[src/rtl/ans_preamble_pkg.sv]
// ============================================================================
// ans_preamble_pkg : shared types and constants for the legacy preamble sequencer
// Rev 1.0
// ============================================================================
`default_nettype none

package ans_preamble_pkg;

   typedef enum logic [1:0] {
      S_IDLE = 2'd0,
      S_STF  = 2'd1,
      S_LTF  = 2'd2
   } state_t;

   // Preamble geometry at the default configuration.
   localparam int STF_LEN      = 160;
   localparam int LTF_LEN      = 160;
   localparam int PREAMBLE_LEN = 320;
   localparam int LTF_ADDR_OFS = 128;

endpackage

`default_nettype wire

[src/rtl/ans_iq_avg2.sv]
// ============================================================================
// ans_iq_avg2 : per-component halving / averaging of packed {I,Q} samples,
// compiled only when ANS_PREAMBLE_WIN_EN is defined.  Rev 1.0
// ============================================================================
`default_nettype none

`ifdef ANS_PREAMBLE_WIN_EN
module ans_iq_avg2 #(
   parameter int IQ_W = 16
) (
   input  logic [2*IQ_W-1:0] a,
   input  logic [2*IQ_W-1:0] b,
   output logic [2*IQ_W-1:0] half_a,
   output logic [2*IQ_W-1:0] avg_ab
);

   // Component 1 is I (upper half), component 0 is Q (lower half).
   for (genvar c = 0; c < 2; c++) begin : g_comp
      logic [IQ_W-1:0] ac;
      logic [IQ_W-1:0] bc;
      logic [IQ_W:0]   sum;

      assign ac  = a[c*IQ_W +: IQ_W];
      assign bc  = b[c*IQ_W +: IQ_W];
      assign sum = {ac[IQ_W-1], ac} + {bc[IQ_W-1], bc};

      assign half_a[c*IQ_W +: IQ_W] = {ac[IQ_W-1], ac[IQ_W-1:1]};
      assign avg_ab[c*IQ_W +: IQ_W] = sum[IQ_W:1];
   end

endmodule
`endif

`default_nettype wire

[src/rtl/ans_l_preamble_seq.sv]
// ============================================================================
// ans_l_preamble_seq : sequences the 320-sample L-STF + L-LTF preamble onto a
// valid/ready stream. Optional edge windowing: ANS_PREAMBLE_WIN_EN.  Rev 1.0
// ============================================================================
`default_nettype none

module ans_l_preamble_seq
   import ans_preamble_pkg::*;
#(
   parameter int STF_REPS   = 10,
   parameter int LTF_GI_LEN = 32,
   parameter int IQ_W       = 16
) (
   input  logic              clock,
   input  logic              reset,
   input  logic              start,
   output logic [3:0]        stf_addr,
   input  logic [2*IQ_W-1:0] stf_symbol,
   output logic [5:0]        ltf_addr,
   input  logic [2*IQ_W-1:0] ltf_symbol,
   output logic [2*IQ_W-1:0] out_sample,
   output logic              out_valid,
   input  logic              out_ready,
   output logic              busy,
   output logic              done
);

   localparam int STF_SAMPLES = STF_REPS * 16;
   localparam int LAST_IDX    = STF_SAMPLES + LTF_LEN - 1;
   localparam int LTF_OFS     = STF_SAMPLES - LTF_GI_LEN;

   state_t            state;
   logic [8:0]        idx;
   logic              last_pending;
   logic              load;
   logic [2*IQ_W-1:0] sel_sample;

   assign load = (state != S_IDLE) && (!out_valid || out_ready);

   // Only the low 6 bits of (idx - offset) matter, so subtract on 6 bits.
   assign stf_addr = (state == S_STF) ? idx[3:0] : 4'd0;
   assign ltf_addr = (state == S_LTF) ? (idx[5:0] - 6'(LTF_OFS % 64)) : 6'd0;

   // last_pending marks that out_sample holds the final preamble sample.
   assign done = out_valid && out_ready && last_pending;

`ifdef ANS_PREAMBLE_WIN_EN
   logic [2*IQ_W-1:0] stf_half;
   logic [2*IQ_W-1:0] seam_avg;

   ans_iq_avg2 #(.IQ_W(IQ_W)) u_avg (
      .a      (stf_symbol),
      .b      (ltf_symbol),
      .half_a (stf_half),
      .avg_ab (seam_avg)
   );

   always_comb begin
      sel_sample = (state == S_STF) ? stf_symbol : ltf_symbol;
      if (state == S_STF && idx == 9'd0)
         sel_sample = stf_half;
      else if (state == S_LTF && idx == 9'(STF_SAMPLES))
         sel_sample = seam_avg;
   end
`else
   assign sel_sample = (state == S_STF) ? stf_symbol : ltf_symbol;
`endif

   always_ff @(posedge clock) begin
      if (reset) begin
         state        <= S_IDLE;
         idx          <= 9'd0;
         out_sample   <= '0;
         out_valid    <= 1'b0;
         busy         <= 1'b0;
         last_pending <= 1'b0;
      end else begin
         case (state)
            S_IDLE: begin
               // busy stays high until the last sample is taken, so a start
               // coinciding with done is ignored.
               if (start && !busy) begin
                  state <= S_STF;
                  busy  <= 1'b1;
                  idx   <= 9'd0;
               end
            end
            default: begin
               if (load) begin
                  idx <= idx + 9'd1;
                  if (state == S_STF && idx == 9'(STF_SAMPLES - 1))
                     state <= S_LTF;
                  if (state == S_LTF && idx == 9'(LAST_IDX)) begin
                     state <= S_IDLE;
                     idx   <= 9'd0;
                  end
               end
            end
         endcase

         if (load) begin
            out_sample   <= sel_sample;
            out_valid    <= 1'b1;
            last_pending <= (idx == 9'(LAST_IDX));
         end else if (out_valid && out_ready) begin
            out_valid <= 1'b0;
         end

         if (done) begin
            busy         <= 1'b0;
            last_pending <= 1'b0;
         end
      end
   end

endmodule

`default_nettype wire

[config.mk]
export PLATFORM = sky130hd
export DESIGN_NAME = ans_l_preamble_seq
export DESIGN_NICKNAME = d
export VERILOG_FILES = /design/src/rtl/ans_preamble_pkg.sv /design/src/rtl/ans_iq_avg2.sv /design/src/rtl/ans_l_preamble_seq.sv
export SDC_FILE = /design/constraint.sdc
export NUM_CORES = 1
export LEC_CHECK = 0
export ABC_AREA = 1
export ABC_CLOCK_PERIOD_IN_PS = 1400
export CAP_MARGIN = 20
export CORE_AREA = 2 2 81 83
export DETAILED_ROUTE_END_ITERATION = 10
export DIE_AREA = 0 0 83 85
export PLACE_DENSITY = 0.8
export SETUP_SLACK_MARGIN = 0.2
export SLEW_MARGIN = 15
export SYNTH_ARGS = -nofsm -noshare
export SYNTH_HDL_FRONTEND = slang
export SYNTH_SLANG_ARGS = --single-unit
[constraint.sdc]
create_clock -name clock -period 1.4 [get_ports clock]
set_clock_uncertainty 0.2 [all_clocks]
set_input_delay 0.14 -clock clock [delete_from_list [all_inputs] [get_ports clock]]
set_output_delay 0.14 -clock clock [all_outputs]
set_load 0.02 [all_outputs]
# Word level (Yosys, flattened, before mapping)
# Cells that the tools add are included.
# word_totals
out_inout_bits,45
word_cells,44
register_bits,46
inputBits,68
# op_classes
n_mux,14
addsub,1
reduce_logical,18
eq_ne,5
# op_table
op,n
9-bit two-way mux,4
32-bit two-way mux,1
2-bit two-way mux,5
"9-bit by 1-bit adder with 9-bit output, second input constant",1
"9-bit by 8-bit equality test with 1-bit output, second input constant",1
"9-bit equality test, second input constant",1
1-bit logical AND,6
6-bit two-way mux,1
2-bit nonzero test,3
4-bit two-way mux,1
2-bit AND reduction,2
3-bit AND reduction,1
3-bit nonzero test,1
"2-bit by 1-bit equality test with 1-bit output, second input constant",1
"2-bit equality test, second input constant",1
1-bit logical NOT,2
2-bit logical NOT,1
1-bit two-way mux,2
"2-bit != test, second input constant",1
2-bit OR reduction,1
1-bit logical OR,1

# Longest topological paths before layout
# logic_depth
depth_word,6
depth_mapped,9
depth_no_buf,9

# Worst setup path before layout
# OpenSTA, ideal clock, no wires.
# synth_path
path_kind,register to register
from,register idx[1]
to,register idx[2]
setup_slack_ns,-0.087
setup_ns,0.115
n_path_buf,0
period_less_slack_ns,1.487
stages_incl_launch_ff,9
t_arrival_ns,1.172
path_cell_list,dfxtp_1 -> ha_1 -> nand3_1 -> nor2_2 -> nand3_1 -> nand2_1 -> nand2_2 -> nand2_4 -> nor2_1
# synth_between
elab_chain_cells,5
elab_cells_between_ends,6
cone_classes,1 x add/sub; 1 x eq/ne; 3 x mux; 1 x reduce/logical
# synth_lines
element,line,rtl
from (decl),ans_l_preamble_seq.sv:33,logic [8:0] idx;
from (signal assigned),ans_l_preamble_seq.sv:90,idx <= idx + 9'd1;
"parallel branches: the longest is 2 deep, another holds 9-bit by 1-bit adder with 9-bit output",n/a,
9-bit two-way mux *,ans_l_preamble_seq.sv:93,if (state == S_LTF && idx == 9'(LAST_IDX)) begin
9-bit two-way mux *,ans_l_preamble_seq.sv:89,if (load) begin
9-bit two-way mux *,ans_l_preamble_seq.sv:78,case (state)
# Every way passes the cells marked *. The select of a mux whose other input is x is not followed.
# A chain may end at the register's enable or synchronous reset.

# Worst setup path in the final report
# layout_path
from,register state[0]
to,register idx[1]
# layout_between
elab_chain_cells,5
elab_cells_between_ends,11
cone_classes,2 x eq/ne; 3 x mux; 6 x reduce/logical
# layout_lines
element,line,rtl
from (decl),ans_l_preamble_seq.sv:32,state_t state;
from (signal assigned),ans_l_preamble_seq.sv:71,state <= S_IDLE;
from (signal assigned),ans_l_preamble_seq.sv:83,state <= S_STF;
from (signal assigned),ans_l_preamble_seq.sv:92,state <= S_LTF;
2-bit equality test,ans_l_preamble_seq.sv:93,
1-bit logical AND,ans_l_preamble_seq.sv:93,
9-bit two-way mux,ans_l_preamble_seq.sv:93,
9-bit two-way mux,ans_l_preamble_seq.sv:89,
9-bit two-way mux,ans_l_preamble_seq.sv:78,
# Parallel ways exist; a longest one is shown, timed or not. The select of a mux whose other input is x is not followed.

==> results.md <==
* Clk pin slew, worst setup/hold paths at 0.09 ns
* R2R Path Start: state[0]
* Syn nets at 357
* Final core occ at 0.640
* Arr. time, crit path at 1.70 ns
* Worst setup path endpoint: idx[1]
* DRC errors left at 0
* Drt first pass iters at 4
* DIE HEIGHT at 85 µm
* Cell Area, Synth at 0.00215 mm²
* Area delta synth->final at 84.5%
* Reg2reg setup slack at -0.27 ns
* Final Hold Viols at 0
* Status: finished with violations
* Fin worst setup slack at -0.266 ns
* Mapped Cells at 288
* Crit-path max cell delay at 0.37 ns
* CTS Hold Buffers Added at 0
* Synth Area in Simple Gates at 0.221
* Starting DRT DRC Count at 101
* Initial antenna violation count at 0
* Starting Density at 0.347
* Root Driver: clkbuf_8
* Clk sink count at 46
* Crit end category: register
* Compound-gate portion of the synthesized area at 0.256
* Static leakage at 1.62 nW
* Xor/xnor share of the synthesized area at 0.00813
* Clk_lat worst skew at 0.30 ns
* Crit path required time at 1.43 ns
* YS warnings at 0
* PD cells at 1260 mW/mm²
* Die W at 83 µm
* Adder-Cell Fraction of Synth Area at 0.00581
* DR vias at 2588
* Critical path's top delay family: simple AND/OR/NAND/NOR gates
* Via-to-Cell Ratio at 4.98
* CTS max path bufs at 2
* Total Routing Usage GR at 0.208
* Final wirelength at 7560 µm
* Hpwl dp at 5440 µm
* Hold slack at 0.183 ns
* Failing checks: negative setup slack
* Slew headroom at 0.775
* Die area at 0.00706 mm²
* Crit path kind: reg2reg
* RSZ-0062 raised after global routing: yes
* H-tree depth at 2
* Count of pins over their slew limit at 0
* # fillers at 547
* Mux contribution to synthesized area at 0
* Final min period at 1.67 ns
* Peak VDD IR at 690 µV
* Peak Freq at 0.600 GHz
* Crit path cell chain: buf_6 > nor2_4 > nand3_4 > buf_4 > nand2_4 > buf_4 > nand3_1 > a21oi_1
* FF+latch count, synth at 46
* Worst-margin pin slew at 0.336 ns
* Reg2reg path depth at 8
* Share of cells above drive strength 1 at 0.393
* Final nets at 511
* Inserted Clock Buffers at 5
* GRT overflow at 0
* Worst min-delay path class: in2reg
* Routed Antenna Nets at 0
* Fin crit share at 1.19
* R2r endpoint: idx[1]
* Core area at 0.00620 mm²
* Routability congestion estimate at 0.871
* CP Max Fanout at 4
* Seq/Total Area, Yosys at 0.428
* N_diodes at 0
* Syn Area/Cell at 7.48 µm²
* Setup violations, final at 56
* Crit path buf inv count at 3
* Largest net degree at the start of global routing at 25
* CP dominant cell by count: buf_4
* Crit-path slowest cell: dfxtp_4
* TritonCTS clock tree: built
* Vias in the first global route at 2658
* Max-cap violation count at 0
* Worst setup startpoint: state[0]
* Hold Crit Depth at 3
* # port buffers at 112
* Wire per inst at 14.5 µm
* CP startpoint kind: register
* Instance count on the critical path at 8
* Distinct cell type count after synthesis at 25
* First-pass GRT wire length at 12100 µm
* Largest family of logic cells by synthesized area: compound AO/OA/AOI/OAI gates
* Boundary pin count at 113
* Row count at 29
-- cells in the mapped netlist --
cell / number / area share
nand3_1: 10 / 0.023
nand4_1: 1 / 0.0029
inv_2: 1 / 0.0017
inv_1: 17 / 0.030
nand3_4: 1 / 0.0081
nand2_4: 2 / 0.010
clkbuf_1: 3 / 0.0052
nand2_8: 2 / 0.019
nor2_1: 20 / 0.035
nor3_1: 1 / 0.0023
buf_6: 4 / 0.021
nor2_4: 2 / 0.010
nor2_2: 3 / 0.0087
o21ai_1: 6 / 0.014
a21oi_1: 74 / 0.17
inv_4: 1 / 0.0029
nor3_2: 2 / 0.0093
xor2_1: 2 / 0.0081
nor3b_2: 1 / 0.0058
o21ai_0: 30 / 0.070
nand2_2: 1 / 0.0029
dfxtp_1: 46 / 0.43
buf_2: 9 / 0.021
nand2_1: 48 / 0.084
ha_1: 1 / 0.0058
-- worst min-delay path by stage --
stage                     slack, ns        endpoint      startpoint
after floorplan               0.002          idx[1]           reset
after global routing           0.19   out_sample[0]   stf_symbol[0]
final                          0.18  out_sample[26]  stf_symbol[26]
after global placement         0.25    last_pending    last_pending
after detailed placement       0.26    last_pending    last_pending
after CTS                      0.17  out_sample[28]  stf_symbol[28]
-- cell families after synthesis --
| kind of cell | count (synthesis) |
|---|---|
| buf+inv | 35 |
| simple gates | 94 |
| flops | 46 |
| xor+xnor | 2 |
| fa+ha+maj | 1 |
| compound gates | 110 |
-- power by group --
group	internal (mW)	total (mW)	leakage [nW]	switching, mW
logic	1.09	2.43	1.19	1.34
registers	1.58	1.76	0.382	0.178
clock network	0.353	0.820	0.0452	0.466
-- layout by cell type (no fill, tap or decap), drive strengths merged --
cell type	synthesis	final
buf	13	94
a21oi	74	74
clkdlybuf4s50	0	67
nand2	53	54
dfxtp	46	46
o21ai	36	36
nor2	25	25
inv	19	19
nand3	11	11
clkbuf	3	7
nor3	3	3
xor2	2	2
clkinv	0	2
nor3b	1	1
nand4	1	1
ha	1	1
-- per-layer routing --
| layer | GRT usage | up-vias | part of all wire |
|---|---|---|---|
| li1 | - | 1278 | - |
| met5 | 0 | - | 0 |
| met3 | 0.0545 | 17 | 0.063 |
| met4 | 0.0864 | 0 | 0.024 |
| met2 | 0.375 | 94 | 0.51 |
| met1 | 0.232 | 1199 | 0.40 |
-- registers in the layout, summed over array words and instances (netlist names) --
signal	count
busy	1
idx	9
last_pending	1
out_sample	32
out_valid	1
state	2
-- worst reg2reg max path, delay by kind of cell (launching register included) --
family	cells	cell delay (ns)
buffers and inverters	3	0.41
AO/OA/AOI/OAI	1	0.13
flip-flops	1	0.37
AND/OR/NAND/NOR	4	0.48
-- stage by stage --
stage | cells | power (mW) | setup TNS (ns) | instance area, µm² | setup WS (ns)
after floorplan | 288 | 2.93 | 0 | 2270 | 0.00445
after global placement | 504 | 3.96 | -12.41 | 3750 | -0.303
after detailed placement | 504 | 4.00 | -13.86 | 3750 | -0.373
after CTS | 515 | 4.77 | -8.46 | 3810 | -0.230
after global routing | 520 | 5.29 | -11.34 | 3970 | -0.296
final | 520 | 5.01 | -8.63 | 3970 | -0.266
-- what timing repair did --
action | in CTS | in global routing
pin swaps | 5 | 11
endpoints found under the setup margin | 90 | 71
resized for setup | 217 | 51
gates cloned | 1 | 1
setup buffers | 2 | 4
-- final cells by class --
cell class                      count  area, µm²  area share
Timing Repair Buffer              162       1480       0.372
Sequential cell                    46        937       0.236
Multi-Input combinational cell    208       1290       0.326
Tap cell                           77       96.3      0.0243
Inverter                           19       81.3      0.0205
Clock inverter                      2       13.8     0.00346
Clock buffer                        6       72.6      0.0183
(Power assumes the default switching activity.)
